**config.mk**
```make
export PLATFORM = sky130hd
export DESIGN_NAME = mem_arbiter
export DESIGN_NICKNAME = d
export VERILOG_FILES = /design/src/rtl/mem_arb_pkg.sv /design/src/rtl/rr_arb2.sv /design/src/rtl/mem_arbiter.sv
export SDC_FILE = /design/constraint.sdc
export NUM_CORES = 1
export LEC_CHECK = 0
export ABC_AREA = 1
export CAP_MARGIN = 20
export CORE_AREA = 3 3 96 98
export DETAILED_ROUTE_END_ITERATION = 6
export DIE_AREA = 0 0 99 101
export HOLD_SLACK_MARGIN = 0.06
export PLACE_DENSITY = 0.68
export SYNTH_ARGS = -nofsm -noshare
export SYNTH_HDL_FRONTEND = slang
export SYNTH_SLANG_ARGS = --single-unit
```
**constraint.sdc**
```tcl
create_clock -name clk -period 1.4 [get_ports clk]
set_input_delay 0.28 -clock clk [delete_from_list [all_inputs] [get_ports clk]]
set_output_delay 0.28 -clock clk [all_outputs]
set_load 0.02 [all_outputs]
```
**src/rtl/mem_arb_pkg.sv**
```systemverilog
// Shared types and constants for the instruction/data memory arbiter.
package mem_arb_pkg;

  // Who is owed the response that returns in the cycle after a grant.
  typedef enum logic [1:0] {
    OWN_NONE = 2'd0,
    OWN_IF   = 2'd1,
    OWN_LS   = 2'd2
  } owner_t;

  // Requester slots in the round-robin request/grant vectors.
  localparam int REQ_IF = 0;
  localparam int REQ_LS = 1;

  // All-ones byte-enable pattern, wide enough for any sensible DATA_W;
  // users slice off the DATA_W/8 bits they need.
  localparam logic [127:0] BE_ALL = {128{1'b1}};

endpackage

```
**src/rtl/rr_arb2.sv**
```systemverilog
// Two-way round-robin arbiter. Slot 0 is instruction fetch, slot 1 is
// load/store. On a contested cycle the slot that did not win the previous
// contested cycle is granted; uncontested cycles leave the history alone.
module rr_arb2
  import mem_arb_pkg::*;
(
  input  logic       clk,
  input  logic       reset,
  input  logic [1:0] req,
  output logic [1:0] gnt
);

  // 1'b1: load/store won the most recent contested cycle.
  logic       last_winner_r;
  logic [1:0] gnt_s;

  // Combinational grant; reset forces the arbiter idle.
  always_comb begin
    gnt_s = 2'b00;
    if (reset) begin
      gnt_s = 2'b00;
    end else begin
      case (req)
        2'b01:   gnt_s = 2'b01;
        2'b10:   gnt_s = 2'b10;
        2'b11:   gnt_s = last_winner_r ? 2'b01 : 2'b10;
        default: gnt_s = 2'b00;
      endcase
    end
  end

  assign gnt = gnt_s;

  // Remember the winner of contested cycles only; reset favours fetch next.
  always_ff @(posedge clk) begin
    if (reset) begin
      last_winner_r <= 1'b1;
    end else if (req == 2'b11) begin
      last_winner_r <= gnt_s[REQ_LS];
    end else begin
      last_winner_r <= last_winner_r;
    end
  end

endmodule

```
**src/rtl/mem_arbiter.sv**
```systemverilog
// Shares one single-ported, 1-cycle-latency RAM between instruction fetch
// and load/store. Grants are combinational; the response owner is
// registered so read data can be steered back in the following cycle.
module mem_arbiter
  import mem_arb_pkg::*;
#(
  parameter int ADDR_W = 32,
  parameter int DATA_W = 32,
  parameter int MEM_AW = 10
) (
  input  logic                clk,
  input  logic                reset,
  input  logic                if_req,
  input  logic [ADDR_W-1:0]   if_addr,
  output logic                if_gnt,
  output logic                if_rvalid,
  output logic [DATA_W-1:0]   if_rdata,
  input  logic                ls_req,
  input  logic                ls_we,
  input  logic [DATA_W/8-1:0] ls_be,
  input  logic [ADDR_W-1:0]   ls_addr,
  input  logic [DATA_W-1:0]   ls_wdata,
  output logic                ls_gnt,
  output logic                ls_rvalid,
  output logic [DATA_W-1:0]   ls_rdata,
  output logic                mem_en,
  output logic                mem_we,
  output logic [DATA_W/8-1:0] mem_be,
  output logic [MEM_AW-1:0]   mem_addr,
  output logic [DATA_W-1:0]   mem_wdata,
  input  logic [DATA_W-1:0]   mem_rdata
);

  localparam int BE_W = DATA_W / 8;

  logic [1:0] req_s;
  logic [1:0] gnt_s;
  owner_t     resp_owner_r;
  logic       resp_is_store_r;

  // Byte-offset bits and bits above the RAM size are deliberately dropped:
  // misaligned accesses are not faulted and addresses wrap.
  logic unused_addr_s;
  assign unused_addr_s = ^{if_addr[1:0], if_addr[ADDR_W-1:MEM_AW+2],
                           ls_addr[1:0], ls_addr[ADDR_W-1:MEM_AW+2]};

  assign req_s = {ls_req, if_req};

  rr_arb2 u_rr_arb2 (
    .clk   (clk),
    .reset (reset),
    .req   (req_s),
    .gnt   (gnt_s)
  );

  assign if_gnt = gnt_s[REQ_IF];
  assign ls_gnt = gnt_s[REQ_LS];

  // Drive the memory port from whichever requester holds the grant.
  always_comb begin
    mem_en    = 1'b0;
    mem_we    = 1'b0;
    mem_be    = {BE_W{1'b0}};
    mem_addr  = {MEM_AW{1'b0}};
    mem_wdata = {DATA_W{1'b0}};
    if (gnt_s[REQ_IF]) begin
      mem_en    = 1'b1;
      mem_we    = 1'b0;
      mem_be    = BE_ALL[BE_W-1:0];
      mem_addr  = if_addr[MEM_AW+1:2];
      mem_wdata = {DATA_W{1'b0}};
    end else if (gnt_s[REQ_LS]) begin
      mem_en    = 1'b1;
      mem_we    = ls_we;
      mem_be    = ls_be;
      mem_addr  = ls_addr[MEM_AW+1:2];
      mem_wdata = ls_wdata;
    end else begin
      mem_en    = 1'b0;
    end
  end

  // Record who owns the response arriving next cycle.
  always_ff @(posedge clk) begin
    if (reset) begin
      resp_owner_r    <= OWN_NONE;
      resp_is_store_r <= 1'b0;
    end else if (gnt_s[REQ_IF]) begin
      resp_owner_r    <= OWN_IF;
      resp_is_store_r <= 1'b0;
    end else if (gnt_s[REQ_LS]) begin
      resp_owner_r    <= OWN_LS;
      resp_is_store_r <= ls_we;
    end else begin
      resp_owner_r    <= OWN_NONE;
      resp_is_store_r <= 1'b0;
    end
  end

  // A response owed from before reset asserted is dropped, so reset also
  // masks the valid flags while it is high.
  assign if_rvalid = (resp_owner_r == OWN_IF) && !reset;
  assign ls_rvalid = (resp_owner_r == OWN_LS) && !reset;

  // Steer read data to the owner; stores and non-owners see zero.
  always_comb begin
    if_rdata = {DATA_W{1'b0}};
    ls_rdata = {DATA_W{1'b0}};
    if (!reset) begin
      case (resp_owner_r)
        OWN_IF:  if_rdata = mem_rdata;
        OWN_LS:  ls_rdata = resp_is_store_r ? {DATA_W{1'b0}} : mem_rdata;
        default: begin
          if_rdata = {DATA_W{1'b0}};
          ls_rdata = {DATA_W{1'b0}};
        end
      endcase
    end else begin
      if_rdata = {DATA_W{1'b0}};
      ls_rdata = {DATA_W{1'b0}};
    end
  end

endmodule

```
### Word level (Yosys, flattened, before mapping)

Index checks and enable logic that the tools add are counted.

| cells by class | value |
|---|---|
| equal/unequal tests | 5 |
| reduce and logical (&&, ||, !) cells | 4 |
| mux-type cells | 20 |

Operators with widths:

| cell | count |
|---|---|
| $mux W32 | 7 |
| $mux W10 | 2 |
| $mux W4 | 2 |
| $eq A2 B2 Y1 const B | 3 |
| $mux W2 | 3 |
| $pmux W2 S3 | 1 |
| $mux W1 | 5 |
| $eq A2 B1 Y1 const B | 2 |
| $logic_and A1 B1 Y1 | 2 |
| $reduce_or A2 Y1 | 1 |
| $logic_not A1 Y1 | 1 |

| word-level totals | value |
|---|---|
| word-level logic and storage cells | 33 |
| flip-flop bits (word level) | 4 |
| output and inout bits | 116 |

### Logic depth before layout (Yosys ltp)

| logic depth | value |
|---|---|
| depth after elaboration | 5 |
| gate-level depth with buffers | 5 |
| mapped depth without buffers | 4 |

### Modules after synthesis

From an unflattened synthesis, not the netlist that was laid out.

| second synthesis, totals | value |
|---|---|
| cells, all modules | 287 |
| area total of the unflattened synthesis | 1477.7 um^2 |

By module, submodules not included:

| module | cells an instance | times used | area an instance (um^2) | seq. area each (um^2) |
|---|---|---|---|---|
| mem_arbiter | 276 | 1 | 1415.1 | 60.1 |
| rr_arb2 | 11 | 1 | 62.6 | 20.0 |

### Worst setup path after synthesis

No wires, ideal clock.

| timing | value |
|---|---|
| path type | input to output |
| from | input port reset |
| to | output port ls_rdata[10] |
| stages on the path | 3 |
| data required time | 1.120 ns |
| path buffers | 2 |
| setup slack | 0.004 ns |
| arrival | 1.116 ns |
| path through | buf_6 -> clkbuf_1 -> nor3_1 |

| on the way | value |
|---|---|
| longest elaborated chain between the ends | 1 |

RTL lines:

| element | line | RTL |
|---|---|---|
| start: declaration | mem_arbiter.sv:12 | `input logic reset,` |
| $mux W32 | mem_arbiter.sv:109 | `if (!reset) begin` |
| end: declaration | mem_arbiter.sv:25 | `output logic [DATA_W-1:0] ls_rdata,` |

Every way passes these cells.

### Final worst setup path

| timing | value |
|---|---|
| from | register u_rr_arb2.last_winner_r |
| to | output port mem_wdata[14] |

| on the way | value |
|---|---|
| longest elaborated chain between the ends | 5 |

RTL lines:

| element | line | RTL |
|---|---|---|
| start: declaration | rr_arb2.sv:14 | `logic last_winner_r;` |
| start signal: assignment | rr_arb2.sv:39 | `last_winner_r <= gnt_s[REQ_LS];` |
| start signal: assignment | rr_arb2.sv:41 | `last_winner_r <= last_winner_r;` |
| $mux W2 (*) | rr_arb2.sv:26 | `2'b11: gnt_s = last_winner_r ? 2'b01 : 2'b10;` |
| $pmux W2 S3 (*) | rr_arb2.sv:23 | `case (req)` |
| $mux W2 (*) | rr_arb2.sv:20 | `if (reset) begin` |
| $mux W32 | mem_arbiter.sv:72 | `end else if (gnt_s[REQ_LS]) begin` |
| $mux W32 (*) | mem_arbiter.sv:66 | `if (gnt_s[REQ_IF]) begin` |
| end: declaration | mem_arbiter.sv:30 | `output logic [DATA_W-1:0] mem_wdata,` |

Every way passes the cells marked *; elsewhere a longest branch is shown, timed or not.

==> impl_metrics.py <==
metrics = {
    "status": {
        "status": "complete, but fails checks",
        "violations": "negative setup slack",
    },
    "layout": {
        "drive_gt1_share_pct": 60.4,
        "flow.area_growth_from_synthesis_pct": 269,
        "fin_util_pct": 59.3,
        "antenna_cells": 0,
        "final_nets": 657,
        "stdcell_count": 626,
        "n_fill_cell": 717,
    },
    "critical_path": {
        "r2r-start": "u_rr_arb2.last_winner_r",
        "setup.worst_path.end_class": "output pin",
        "r2r_end": "resp_is_store_r",
        "cp.required_ns": 1.12,
        "r2r_cells": 5,
        "critPathKind": "flop to output pin",
        "critPathArrivalTime_ns": 1.27,
        "ff2ff_setup_slack_ns": 0.35,
        "start_kind": "flop",
        "crit_fanout": 5,
    },
    "clock_network": {
        "cts_tree": "built",
        "htree_levels": 1,
        "insertion_delay_ns": 0.21,
        "cts.clk_slew.worst_paths_ns": 0.03,
        "cts_buffers": 3,
        "clk_path_buf_depth": 2,
        "root_buffer": "clkbuf_8",
        "cts.sinks": 4,
    },
    "min_path": {
        "hp-start": "u_rr_arb2.last_winner_r",
        "min_path_type": "flop to flop",
        "worstHoldPathCells": 2,
        "holdPathEnd": "u_rr_arb2.last_winner_r",
    },
    "place": {
        "dp.cells": 595,
        "dp.final_hpwl_um": 5980,
        "gp_congestion": 0.827,
        "port-buffer-count": 208,
        "place_ws_ns": -0.917,
    },
    "yosys": {
        "ys_ff_latch": 4,
        "synthMuxAreaShare_pct": 0,
        "synthArstFlopShare_pct": 0,
        "synth_top_family_by_area": "simple AND/OR/NAND/NOR gates",
        "synth_simple_gate_area_share_pct": 62.6,
        "synthXorXnorAreaFrac_pct": 0,
        "yosys.area.top_type": "inv_1",
        "synth.distinct_cells": 14,
        "synth_common_cells": "inv_1 (74), nand2_1 (52), nor2_1 (41)",
        "syn_inst": 283,
        "yosys_warnings": 0,
        "synth_edf_count": 0,
        "synth_compound_area_share_pct": 0,
        "synthFlopType": "dfxtp_1",
        "syn_area_sq_mm": 0.00138,
        "synthAdderAreaFrac_pct": 0,
        "yosysTopAreaCellShare_pct": 20.2,
        "yosysSeqAreaShare_pct": 5.82,
        "synth_fp_nets": 420,
        "synth.top_cells.by_area": "inv_1 (20%), nand2_1 (14%), nor2_2 (13%)",
        "synth_area_per_cell_sq_um": 4.86,
        "yosysMostFrequentCell": "inv_1",
    },
    "global_routing": {
        "grt_pass1_vias": 2694,
        "grt_pass1_wl_um": 13700,
        "gr-total-overflow": 0,
        "antenna_found_initial": 0,
        "grt_max_degree": 27,
        "track_usage_pct": 17.1,
    },
    "floorplan": {
        "initial_core_util_pct": 16.1,
        "rows": 34,
        "core_sq_mm": 0.00855,
        "die-area_sq_mm": 0.0100,
        "die_x_um": 99,
        "pin_count": 253,
        "die-height_um": 101,
    },
    "drt": {
        "drt_iter0_drc": 105,
        "firstDrtPassIters": 4,
        "wire_per_inst_um": 15.5,
        "antenna_left": 0,
        "wirelength_um": 9720,
        "via_count": 2750,
        "drc": 0,
        "vias_per_cell": 4.39,
    },
    "sta": {
        "clock.fmax_ghz": 0.647,
        "relSlewSlack_pct": 73.1,
        "skew_ns": 0.000362,
        "slew_viol_final": 0,
        "post-route-period-util_pct": 110,
        "period_needed_ns": 1.55,
        "setup_viol": 116,
        "rsz0062_at_grt": "true",
        "layout_setup_ws_ns": -0.147,
        "hold_slack_ns": 0.522,
        "hold_violations": 0,
        "worst_pin_slew_ns": 0.403,
    },
    "power_and_ir_drop": {
        "power.leakage_nw": 2.52,
        "vdd.ir_drop.worst_mv": 0.247,
        "power_density_mw_per_mm2": 341,
    },
    "flow_run": {
        "drv_cap": 0,
    },
}
-- layout make-up --
type	count	area, sq um	share of cell area (%)
Timing Repair Buffer	254	2850	56.2
Clock buffer	3	41.3	0.814
Sequential cell	4	90.1	1.78
Tap cell	108	135	2.66
Inverter	75	292	5.75
Multi-Input combinational cell	182	1670	32.8
-- critical path, cell delays in order, from the launching register on --
cell     delay, ns
dfxtp_4       0.35
nand2_4       0.08
nand3_4       0.12
buf_8         0.18
buf_12        0.13
nor2_4        0.07
buf_6         0.12
-- worst max-delay path by stage --
stage	from	to
finish	u_rr_arb2.last_winner_r	mem_wdata[14]
global route	u_rr_arb2.last_winner_r	mem_wdata[16]
CTS	u_rr_arb2.last_winner_r	mem_wdata[0]
detailed placement	reset	ls_rdata[19]
global placement	reset	mem_wdata[3]
floorplan	reset	ls_rdata[10]
-- per-stage QoR --
stage	area, sq um	TNS (ns)	power (W)
finish	5070	-7.47	0.00173
global route	5070	-14.05	0.00183
CTS	4520	-9.18	0.00157
detailed placement	3640	-97.48	0.00108
global placement	3640	-94.11	0.00107
floorplan	1380	0	0.000525
-- where the power goes --
part	internal [W]	switching, W
Combinational	0.000689	0.000670
Clock	0.000183	0.0000560
Sequential	0.000121	0.00000908
-- kinds of logic after synthesis --
group	count (synthesis)
simple gates	182
buf+inv	97
flops	4
-- state kept, by name, summed over array words and instances (netlist names) --
register / flops
resp_is_store_r: 1
resp_owner_r: 2
u_rr_arb2.last_winner_r: 1
-- cells in the final DEF, fill, tap and decap left out, types with 5 or more instances in the layout --
cell type | netlist | layout
buf_12 | 0 | 12
buf_16 | 0 | 5
buf_4 | 0 | 30
buf_6 | 7 | 105
clkdlybuf4s50_1 | 0 | 82
inv_1 | 74 | 69
nand2_1 | 52 | 18
nand2_2 | 2 | 14
nand2_4 | 0 | 21
nand3_1 | 12 | 12
nand4_1 | 14 | 14
nor2_2 | 28 | 27
nor2_4 | 0 | 39
nor3_2 | 0 | 8
nor3_4 | 0 | 24
-- repair_timing --
| action | CTS | global route |
|---|---|---|
| buffers inserted | 15 | 4 |
| endpoints found under the setup margin | 116 | 116 |
| gates resized for setup | 813 | 148 |
| gates cloned | 10 | 3 |
| hold buffers | 0 | 0 |
| pin swaps | 11 | 28 |
-- metal layers --
layer	track usage (%)	part of all wire (%)	routed length, um	vias up
met5	0	0	0	-
li1	-	-	-	1318
met2	34.1	56	5400	151
met4	4.62	2.6	255	0
met1	17.4	34	3320	1259
met3	4.15	7.6	740	22
No activity file was read; power rests on OpenSTA's default activity.
